[config.mk]
export PLATFORM = sky130hd
export DESIGN_NAME = imm_gen_pipe_flat
export DESIGN_NICKNAME = d
export VERILOG_FILES = /design/src/rtl/imm_pkg.sv /design/src/rtl/imm_gen_pipe_if.sv /design/src/rtl/imm_ext.sv /design/src/rtl/imm_gen_pipe.sv /design/src/flat_wrapper.sv
export SDC_FILE = /design/constraint.sdc
export NUM_CORES = 1
export LEC_CHECK = 0
export BUFFER_PORTS_ARGS = -buffer_cell sky130_fd_sc_hd__buf_2
export CORE_ASPECT_RATIO = 1.2
export CORE_MARGIN = 2
export CORE_UTILIZATION = 60
export CTS_CLUSTER_DIAMETER = 200
export DETAILED_ROUTE_END_ITERATION = 10
export GPL_TIMING_DRIVEN = 0
export PLACE_DENSITY = 0.87
export REMOVE_ABC_BUFFERS = 1
export SYNTH_ARGS = -nofsm -noshare
export SYNTH_HDL_FRONTEND = slang
export SYNTH_SLANG_ARGS = --single-unit
[constraint.sdc]
create_clock -name clk -period 6.1 [get_ports clk]
set_clock_uncertainty 0.1 [all_clocks]
set_input_delay 0.305 -clock clk [delete_from_list [all_inputs] [get_ports clk]]
set_output_delay 0.305 -clock clk [all_outputs]
set_load 0.01 [all_outputs]
[src/rtl/imm_pkg.sv]
// Shared definitions for the immediate-generator pipeline: source-format
// encodings and default widths.
package imm_pkg;

  localparam int XLEN_DEFAULT = 32;
  localparam int IMM_W        = 25;
  localparam int SRC_W        = 3;

  typedef enum logic [SRC_W-1:0] {
    SRC_I     = 3'b000,
    SRC_S     = 3'b001,
    SRC_U     = 3'b010,
    SRC_SHAMT = 3'b011,
    SRC_CSR   = 3'b100,
    SRC_B     = 3'b101,
    SRC_J     = 3'b110,
    SRC_RSVD  = 3'b111
  } src_e;

endpackage

[src/rtl/imm_gen_pipe_if.sv]
// Request/result handshake bundle for imm_gen_pipe; slave is the pipeline,
// master is whoever issues requests and drains results.
interface imm_gen_pipe_if
  import imm_pkg::*;
#(
  parameter int XLEN  = XLEN_DEFAULT,
  parameter int TAG_W = 5
);

  logic             in_valid;
  logic             in_ready;
  logic [IMM_W-1:0] in_imm;
  logic [SRC_W-1:0] in_src;
  logic [TAG_W-1:0] in_tag;

  logic             out_valid;
  logic             out_ready;
  logic [XLEN-1:0]  out_ext;
  logic [TAG_W-1:0] out_tag;
  logic             out_illegal;

  modport master (
    output in_valid, in_imm, in_src, in_tag, out_ready,
    input  in_ready, out_valid, out_ext, out_tag, out_illegal
  );

  modport slave (
    input  in_valid, in_imm, in_src, in_tag, out_ready,
    output in_ready, out_valid, out_ext, out_tag, out_illegal
  );

endinterface

[src/rtl/imm_ext.sv]
// Combinational immediate decoder: instruction bits [31:7] arrive as imm[24:0],
// so instr[k] is imm[k-7] throughout.
module imm_ext
  import imm_pkg::*;
#(
  parameter int XLEN = XLEN_DEFAULT
) (
  input  logic [IMM_W-1:0] imm,
  input  src_e             src,
  output logic [XLEN-1:0]  ext,
  output logic             illegal
);

  logic sign;
  logic shamt_hi;

  assign sign = imm[24];
  // instr[25] only belongs to the shift amount on 64-bit datapaths
  assign shamt_hi = (XLEN == 64) ? imm[18] : 1'b0;

  always_comb begin
    ext     = '0;
    illegal = 1'b0;
    case (src)
      SRC_I:     ext = {{(XLEN-11){sign}}, imm[23:13]};
      SRC_S:     ext = {{(XLEN-11){sign}}, imm[23:18], imm[4:0]};
      SRC_B:     ext = {{(XLEN-12){sign}}, imm[0], imm[23:18], imm[4:1], 1'b0};
      SRC_U:     ext = {{(XLEN-31){sign}}, imm[23:5], 12'b0};
      SRC_J:     ext = {{(XLEN-20){sign}}, imm[12:5], imm[13], imm[23:14], 1'b0};
      SRC_SHAMT: ext = {{(XLEN-6){1'b0}}, shamt_hi, imm[17:13]};
      SRC_CSR:   ext = {{(XLEN-5){1'b0}}, imm[12:8]};
      SRC_RSVD:  illegal = 1'b1;
    endcase
  end

endmodule

[src/rtl/imm_gen_pipe.sv]
// Immediate generator with a one-cycle-latency result FIFO: decodes each
// accepted request and queues the extended immediate alongside its tag.
module imm_gen_pipe
  import imm_pkg::*;
#(
  parameter int XLEN  = XLEN_DEFAULT,
  parameter int DEPTH = 4,
  parameter int TAG_W = 5
) (
  input  logic                   clk,
  input  logic                   rst_n,
  input  logic                   flush,
  imm_gen_pipe_if.slave          bus,
  output logic [$clog2(DEPTH):0] count,
  output logic [7:0]             illegal_cnt
);

  localparam int PTR_W = $clog2(DEPTH);
  localparam int CNT_W = PTR_W + 1;

  logic [XLEN-1:0]  ext_mem [DEPTH];
  logic [TAG_W-1:0] tag_mem [DEPTH];
  logic             ill_mem [DEPTH];

  logic [PTR_W-1:0] wr_ptr_q, wr_ptr_d;
  logic [PTR_W-1:0] rd_ptr_q, rd_ptr_d;
  logic [CNT_W-1:0] count_q, count_d;
  logic [7:0]       illegal_cnt_q, illegal_cnt_d;

  logic [XLEN-1:0]  dec_ext;
  logic             dec_illegal;
  logic             not_empty;
  logic             push;
  logic             pop;

  imm_ext #(.XLEN(XLEN)) u_imm_ext (
    .imm     (bus.in_imm),
    .src     (src_e'(bus.in_src)),
    .ext     (dec_ext),
    .illegal (dec_illegal)
  );

  assign not_empty    = (count_q != '0);
  assign bus.in_ready = (count_q != CNT_W'(DEPTH));
  assign push         = bus.in_valid && bus.in_ready;
  assign pop          = not_empty && bus.out_ready;

  // Head fields are forced to zero while empty so stale entries never leak out
  assign bus.out_valid   = not_empty;
  assign bus.out_ext     = not_empty ? ext_mem[rd_ptr_q] : '0;
  assign bus.out_tag     = not_empty ? tag_mem[rd_ptr_q] : '0;
  assign bus.out_illegal = not_empty ? ill_mem[rd_ptr_q] : 1'b0;

  assign count       = count_q;
  assign illegal_cnt = illegal_cnt_q;

  always_comb begin
    wr_ptr_d      = wr_ptr_q;
    rd_ptr_d      = rd_ptr_q;
    count_d       = count_q;
    illegal_cnt_d = illegal_cnt_q;

    // The statistic counts every accepted reserved request, flushed or not
    if (push && dec_illegal && (illegal_cnt_q != 8'hFF))
      illegal_cnt_d = illegal_cnt_q + 8'd1;

    if (flush) begin
      wr_ptr_d = '0;
      rd_ptr_d = '0;
      count_d  = '0;
    end else begin
      if (push)
        wr_ptr_d = wr_ptr_q + PTR_W'(1);
      if (pop)
        rd_ptr_d = rd_ptr_q + PTR_W'(1);
      case ({push, pop})
        2'b10:   count_d = count_q + CNT_W'(1);
        2'b01:   count_d = count_q - CNT_W'(1);
        default: count_d = count_q;
      endcase
    end
  end

  always_ff @(posedge clk) begin
    if (!rst_n) begin
      wr_ptr_q      <= '0;
      rd_ptr_q      <= '0;
      count_q       <= '0;
      illegal_cnt_q <= '0;
    end else begin
      wr_ptr_q      <= wr_ptr_d;
      rd_ptr_q      <= rd_ptr_d;
      count_q       <= count_d;
      illegal_cnt_q <= illegal_cnt_d;
    end
  end

  // Storage needs no reset: an entry is only visible after it has been written
  always_ff @(posedge clk) begin
    if (push) begin
      ext_mem[wr_ptr_q] <= dec_ext;
      tag_mem[wr_ptr_q] <= bus.in_tag;
      ill_mem[wr_ptr_q] <= dec_illegal;
    end
  end

endmodule

[src/flat_wrapper.sv]
// flat-port wrapper written by rule: the top's interface ports become plain ports
module imm_gen_pipe_flat import imm_pkg::*;
#(
  parameter int XLEN  = XLEN_DEFAULT,
  parameter int DEPTH = 4,
  parameter int TAG_W = 5
)
  (clk, rst_n, flush, count, illegal_cnt, bus_in_valid, bus_in_imm, bus_in_src, bus_in_tag, bus_out_ready, bus_in_ready, bus_out_valid, bus_out_ext, bus_out_tag, bus_out_illegal);
  imm_gen_pipe_if #(.XLEN(XLEN), .TAG_W(TAG_W)) bus_i ();
  input  logic clk;
  input  logic rst_n;
  input  logic flush;
  output logic [$clog2(DEPTH):0] count;
  output logic [7:0] illegal_cnt;
  input wire logic [$bits(bus_i.in_valid)-1:0] bus_in_valid;
  input wire logic [$bits(bus_i.in_imm)-1:0] bus_in_imm;
  input wire logic [$bits(bus_i.in_src)-1:0] bus_in_src;
  input wire logic [$bits(bus_i.in_tag)-1:0] bus_in_tag;
  input wire logic [$bits(bus_i.out_ready)-1:0] bus_out_ready;
  output wire logic [$bits(bus_i.in_ready)-1:0] bus_in_ready;
  output wire logic [$bits(bus_i.out_valid)-1:0] bus_out_valid;
  output wire logic [$bits(bus_i.out_ext)-1:0] bus_out_ext;
  output wire logic [$bits(bus_i.out_tag)-1:0] bus_out_tag;
  output wire logic [$bits(bus_i.out_illegal)-1:0] bus_out_illegal;
  assign bus_i.in_valid = bus_in_valid;
  assign bus_i.in_imm = bus_in_imm;
  assign bus_i.in_src = bus_in_src;
  assign bus_i.in_tag = bus_in_tag;
  assign bus_i.out_ready = bus_out_ready;
  assign bus_in_ready = bus_i.in_ready;
  assign bus_out_valid = bus_i.out_valid;
  assign bus_out_ext = bus_i.out_ext;
  assign bus_out_tag = bus_i.out_tag;
  assign bus_out_illegal = bus_i.out_illegal;
  imm_gen_pipe #(.XLEN(XLEN), .DEPTH(DEPTH), .TAG_W(TAG_W)) u_core (.clk(clk), .rst_n(rst_n), .flush(flush), .bus(bus_i), .count(count), .illegal_cnt(illegal_cnt));
endmodule
==> results of run 1 <==
-- cell type report --
| cell class | instances | area, um^2 | area share (%) |
|---|---|---|---|
| clock buffer | 17 | 425.4 | 5.081 |
| clock inverter | 15 | 152.6 | 1.823 |
| inverter | 11 | 41.29 | 0.4931 |
| multi-input combinational | 219 | 2042 | 24.39 |
| sequential | 169 | 4910 | 58.64 |
| tap | 157 | 196.4 | 2.346 |
| timing repair buffer | 98 | 605.6 | 7.233 |
-- synthesized netlist by cell type, types with 2 or more instances --
cell type / instances / area (um^2)
a21o_1: 9 / 67.56
a21oi_1: 24 / 120.1
a221oi_1: 4 / 35.03
a22oi_1: 4 / 30.03
and2_1: 45 / 281.5
and3_1: 4 / 25.02
buf_1: 2 / 7.510
buf_2: 5 / 25.02
clkbuf_1: 14 / 52.55
dfxtp_1: 17 / 340.3
edfxtp_1: 152 / 4564
ha_1: 6 / 75.07
inv_1: 10 / 37.54
mux2_2: 4 / 45.04
mux2i_1: 2 / 20.02
mux4_2: 38 / 855.8
nand2_1: 8 / 30.03
nand2b_1: 3 / 18.77
nand3_1: 6 / 30.03
nand4_1: 2 / 12.51
nor2_1: 12 / 45.04
nor2b_1: 5 / 31.28
nor4_1: 2 / 12.51
o21ai_0: 15 / 75.07
o311ai_0: 2 / 17.52
o41ai_1: 2 / 17.52
or3_1: 3 / 18.77
xnor2_1: 3 / 26.28
xor2_1: 3 / 26.28
-- worst min-delay path by stage --
stage | from | to | slack (ns)
floorplan | bus_in_tag[0] | u_core.tag_mem[0][0]$_DFFE_PP_ | 0.30
global placement | u_core.illegal_cnt[5]$_SDFFE_PN0P_ | u_core.illegal_cnt[5]$_SDFFE_PN0P_ | 0.38
detailed placement | u_core.illegal_cnt[5]$_SDFFE_PN0P_ | u_core.illegal_cnt[5]$_SDFFE_PN0P_ | 0.39
CTS | rst_n | u_core.illegal_cnt[7]$_SDFFE_PN0P_ | 0.08
global route | rst_n | u_core.illegal_cnt[7]$_SDFFE_PN0P_ | 0.09
finish | rst_n | u_core.illegal_cnt[7]$_SDFFE_PN0P_ | 0.09
-- state kept, by name (all words and copies together), names as in the netlist, named ones only --
signal	count
u_core.count	3
u_core.ext_mem	128
u_core.ill_mem	4
u_core.illegal_cnt	8
u_core.rd_ptr_q	2
u_core.tag_mem	20
u_core.wr_ptr_q	2
-- per-layer routing --
metal	global-route usage (%)	part of all wire (%)
met3	5.653	6.3
met1	29.13	38
met5	0	0
met4	10.36	2.1
met2	41.84	53
-- timing repair --
action / 4_1_cts / 5_1_grt
hold buffers: 5 / 0
endpoints found under the hold margin: 17 / 0
resized for setup: 0 / 0
setup endpoints to repair: 0 / 0
-- through the flow --
stage | hold slack, ns | total power (uW) | cell area (um^2)
detailed placement | 0.3930 | 1524 | 7745
global placement | 0.3793 | 1509 | 7617
global route | 0.09407 | 2610 | 8373
finish | 0.09466 | 2545 | 8373
floorplan | 0.3039 | 1444 | 6980
CTS | 0.08373 | 2553 | 8373
-- power by group --
part / total, uW / internal (uW) / switching (uW) / leakage (uW)
combinational: 185 / 79.3 / 106 / 0.00119
clock: 1040 / 603 / 438 / 0.000275
sequential: 1320 / 1300 / 13.7 / 0.00156
-- kinds of logic after synthesis --
logic type | after synthesis | synth area share, %
flops | 169 | 69.23
simple gates | 97 | 7.930
compound gates | 65 | 5.705
mux | 44 | 13.00
buf+inv | 34 | 2.049
fa+ha+maj | 7 | 1.342
xor+xnor | 6 | 0.7419
-- placed cells by master (no fill, tap or decap), types with 5 or more instances in the layout --
master	synthesis	routed
nand3_1	6	6
edfxtp_1	152	152
dlygate4sd3_1	0	5
o21ai_0	15	15
a21oi_1	24	24
clkbuf_16	0	17
ha_1	6	6
and2_1	45	45
mux4_2	38	38
nor2_1	12	12
a21o_1	9	9
nand2_1	8	8
buf_2	5	88
inv_1	10	10
dfxtp_1	17	15
==> impl_metrics.py, run 1 <==
metrics = {
    "run_status": {
        "status": "complete, no violations",
    },
    "power_and_ir_drop": {
        "p_per_area_nw_per_um2": 303.9,
        "ir_worst_vdd_v": 0.0002171,
        "p_leak_uw": 0.003029,
    },
    "clocking": {
        "cts_tree": "built",
        "clock_path_buffers": 2,
        "clkSinkCount": 169,
        "clk_latency_ns": 0.42,
        "htree_levels": 4,
        "path_clk_slew_ns": 0.06,
        "cts_setup_buffers": 0,
        "cts_made_buffers": 17,
        "cts_root_buf": "clkbuf_16",
    },
    "routing": {
        "via_per_inst": 6.034,
        "wl_um": 14640,
        "vias": 4139,
        "route.detailed.drc": 0,
        "drtIter0Drc": 317,
        "routedWlPerCell_um": 21.35,
        "drt-pass1-iter-count": 5,
        "antenna_left": 0,
    },
    "yosys": {
        "synth_cell_types": 45,
        "async_flop_share_pct": 0,
        "synth_seq_area_share_pct": 69.23,
        "synth_edf_count": 152,
        "ys_warn_count": 0,
        "ys_seq_elements": 169,
        "syn_area_um2": 7084,
        "ys.flop_type": "edfxtp_1",
        "synthCells": 422,
        "syn_area_per_cell_um2": 16.79,
    },
    "setup_path": {
        "startpoint_type": "flip-flop",
        "cp_max_fo": 41,
        "cp_common_cell": "or3_1",
        "crit_arrival_ns": 3.34,
        "r2r_cells": 8,
        "criticalPathCategory": "reg -> reg",
        "critPathLaunch": "u_core.count[0]$_SDFFE_PP0P_",
        "worstPathRequired_ns": 6.35,
        "cp_num_buf_inv": 1,
        "cp_cell_sequence": "or3_1 > and2_1 > ha_1 > inv_1 > fa_1 > xor2_1 > or3_1 > a21oi_1",
        "rr_endpoint": "u_core.count[2]$_SDFFE_PP0P_",
        "endpoint_kind": "flip-flop",
        "critical_path.max_stage_delay_ns": 0.97,
        "cp-endpoint": "u_core.count[2]$_SDFFE_PP0P_",
        "reg2reg_slack_ns": 3.01,
        "cpLargestDelayFamily": "simple AND/OR/NAND/NOR gates",
        "crit_slowest_cell": "or3_1",
        "critical_path_cell_count": 8,
        "r2r-start": "u_core.count[0]$_SDFFE_PP0P_",
    },
    "timing": {
        "worstMarginPinSlew_ns": 1.241,
        "drv_slew": 0,
        "relSlewSlack_pct": 17.30,
        "fmax_mhz": 323.6,
        "finalHoldViolCount": 0,
        "setup_ws_ns": 3.010,
        "rsz0062_at_grt": "no",
        "fin_tns_setup_ns": 0,
        "fin_crit_ns": 3.090,
        "post-route-period-util_pct": 50.66,
        "setup_viol": 0,
    },
    "place": {
        "port_buffers": 88,
        "gp_congestion": 0.7837,
        "dp_cells": 649,
        "dp_slack_ns": 2.981,
        "dp_hpwl_um": 8852,
    },
    "global_route": {
        "grt_pass1_vias": 4290,
        "grt_pass1_wl_um": 22270,
        "gr-total-overflow": 0,
        "antenna_found_initial": 0,
        "grt_use_total_pct": 24.24,
        "grt_max_degree": 42,
    },
    "layout": {
        "syn2layout_area_growth_pct": 18.19,
        "drive_above_1_share_pct": 33.46,
        "diodes": 0,
        "fin_cells": 686,
        "final_util_pct": 72.72,
        "fillers": 715,
        "nets": 561,
    },
    "min_path": {
        "min_path_cells": 2,
        "hold_class": "in -> reg",
    },
    "die": {
        "die_area_um2": 12700,
        "rows": 43,
        "initial_core_util_pct": 61.53,
        "die_w_um": 103.2,
        "die_h_um": 123.0,
        "coreArea_um2": 11510,
        "ios": 89,
    },
    "run": {
        "drv_cap": 0,
    },
}
(Power assumes the default switching activity.)
==> run 2: changes to the inputs <==
- CORE_UTILIZATION: 60 -> 52
- PLACE_DENSITY: 0.87 -> 0.81
- clock period: 6.1 -> 2.6 ns (I/O delays scaled with it)
==> impl_metrics.py, run 2 (synthesized netlist as in run 1, its figures left out) <==
metrics = {
    "run_status": {
        "status": "complete, no violations",
    },
    "setup_path": {
        "critical_path.max_stage_delay_ns": 0.42,
        "crit_slowest_cell": "dfxtp_2",
        "cp_num_buf_inv": 2,
        "criticalPathCategory": "reg -> reg",
        "cp_max_fo": 7,
        "cp_cell_sequence": "nor3b_2 > inv_2 > nand2_1 > ha_1 > inv_1 > fa_1 > xor2_1 > or3_1 > a21oi_1",
        "startpoint_type": "flip-flop",
        "crit_arrival_ns": 2.66,
        "endpoint_kind": "flip-flop",
        "cpLargestDelayFamily": "simple AND/OR/NAND/NOR gates",
        "worstPathRequired_ns": 2.84,
    },
    "layout": {
        "drive_above_1_share_pct": 33.95,
        "final_util_pct": 64.52,
        "nets": 574,
        "syn2layout_area_growth_pct": 20.56,
        "layout_commonest_cell": "edfxtp_1",
        "largest_reg_flops": 128,
        "diodes": 0,
        "design_area_um2": 8541,
        "largest_register": "u_core.ext_mem",
        "fin_cells": 710,
        "layout_common_cells": "edfxtp_1, buf_2, and2_1, mux4_2, a21oi_1",
    },
    "die": {
        "rows": 46,
        "die_area_um2": 14580,
        "coreArea_um2": 13240,
        "die_h_um": 131.9,
        "die_w_um": 110.6,
        "ios": 89,
        "initial_core_util_pct": 53.52,
    },
    "power_and_ir_drop": {
        "pwr-share-clk_pct": 41.5,
        "intPower_uw": 4777,
        "ir_worst_vdd_v": 0.0004476,
        "p_switching_uw": 1289,
        "pwr-share-comb_pct": 7.6,
        "p_seq_share_pct": 51.0,
        "p_leak_uw": 0.003107,
        "power_switching_share_pct": 21.25,
        "p_per_area_nw_per_um2": 710.3,
    },
    "place": {
        "gp_congestion": 0.7674,
        "port_buffers": 88,
        "place_area_um2": 7744,
        "dp_hpwl_um": 8814,
        "dp_cells": 660,
    },
    "global_route": {
        "grt_use_total_pct": 20.06,
        "gr-total-overflow": 0,
        "antenna_found_initial": 0,
        "grt_max_degree": 42,
        "grt_pass1_wl_um": 22380,
        "grt_pass1_vias": 4322,
    },
    "clocking": {
        "clkSinkCount": 169,
        "clock_path_buffers": 2,
        "htree_levels": 4,
        "cts_root_buf": "clkbuf_16",
        "cts_tree": "built",
        "path_clk_slew_ns": 0.06,
        "cts_made_buffers": 17,
        "clk_latency_ns": 0.41,
    },
    "routing": {
        "wl_um": 14750,
        "vias": 4218,
        "drtIter0Drc": 351,
        "routedWlPerCell_um": 20.78,
        "drt-pass1-iter-count": 5,
        "via_per_inst": 5.941,
        "route.detailed.drc": 0,
        "antenna_left": 0,
    },
    "timing": {
        "fin_crit_ns": 2.418,
        "fin_tns_setup_ns": 0,
        "finalHoldViolCount": 0,
        "relSlewSlack_pct": 32.39,
        "rsz0062_at_grt": "no",
        "fmax_mhz": 413.5,
        "drv_slew": 0,
        "setup_viol": 0,
        "worstMarginPinSlew_ns": 1.010,
        "post-route-period-util_pct": 93.01,
    },
    "min_path": {
        "hold_class": "in -> reg",
    },
    "run": {
        "drv_cap": 0,
    },
}
[run 2: path summary, 6_finish.rpt]
path	to	start	cells after the start	slack, ns
min reg2reg	u_core.illegal_cnt[5]$_SDFFE_PN0P_	u_core.illegal_cnt[5]$_SDFFE_PN0P_	2	0.41
max	u_core.count[2]$_SDFFE_PP0P_	u_core.count[2]$_SDFFE_PP0P_	9	0.18
max reg2reg	u_core.count[2]$_SDFFE_PP0P_	u_core.count[2]$_SDFFE_PP0P_	9	0.18
min	u_core.ext_mem[3][16]$_DFFE_PP_	bus_in_imm[9]	2	0.02
[run 2: layout make-up]
type	count	area, um^2
inverters	11	41.29
repair buffers	109	710.7
multi-input cells	221	2067
fillers	904	4697
flip-flops and latches	169	4913
well taps	168	210.2
clock inverters	15	172.7
clock buffers	17	425.4
[run 2: metrics by stage]
| step | setup WS [ns] | hold WS, ns | total power (uW) |
|---|---|---|---|
| 3_5_place_dp | -0.5783 | 0.2516 | 3571 |
| 4_1_cts | 0.03590 | 0.003524 | 6081 |
| 2_1_floorplan | -0.1457 | 0.1289 | 3389 |
| 5_1_grt | 0.007076 | 0.02054 | 6261 |
| 6_report | 0.1818 | 0.01633 | 6066 |
| 3_3_place_gp | -0.9638 | 0.2452 | 3546 |
[run 2: power by group through the flow]
stage	registers [uW]	clock network, uW	logic (uW)
CTS	3090	2540	444
detailed placement	3150	0	420
global route	3100	2660	500
finish	3090	2520	458
global placement	3150	0	398
floorplan	3140	0	247
[run 2: per-layer routing]
metal | up-vias | track usage [%] | wire length [um]
li1 | 1879 | - | -
met5 | - | 0 | 0
met2 | 218 | 34.46 | 7546
met3 | 18 | 5.333 | 1255
met1 | 2103 | 24.81 | 5715
met4 | 0 | 6.875 | 236
[run 2: worst reg2reg max path, stage by stage (launching register included)]
cell and delay, ns:
dfxtp_2 0.42, nor3b_2 0.25, inv_2 0.12, nand2_1 0.16, ha_1 0.23, inv_1 0.07, fa_1 0.38, xor2_1 0.17
or3_1 0.32, a21oi_1 0.14
[run 2: timing repair]
action | 4_1_cts | 5_1_grt
pin swaps | 0 | 1
setup buffers | 0 | 1
hold buffers | 15 | 0
gates cloned | 0 | 2
setup endpoints to repair | 2 | 10
resized for setup | 2 | 4
endpoints found under the hold margin | 62 | 0
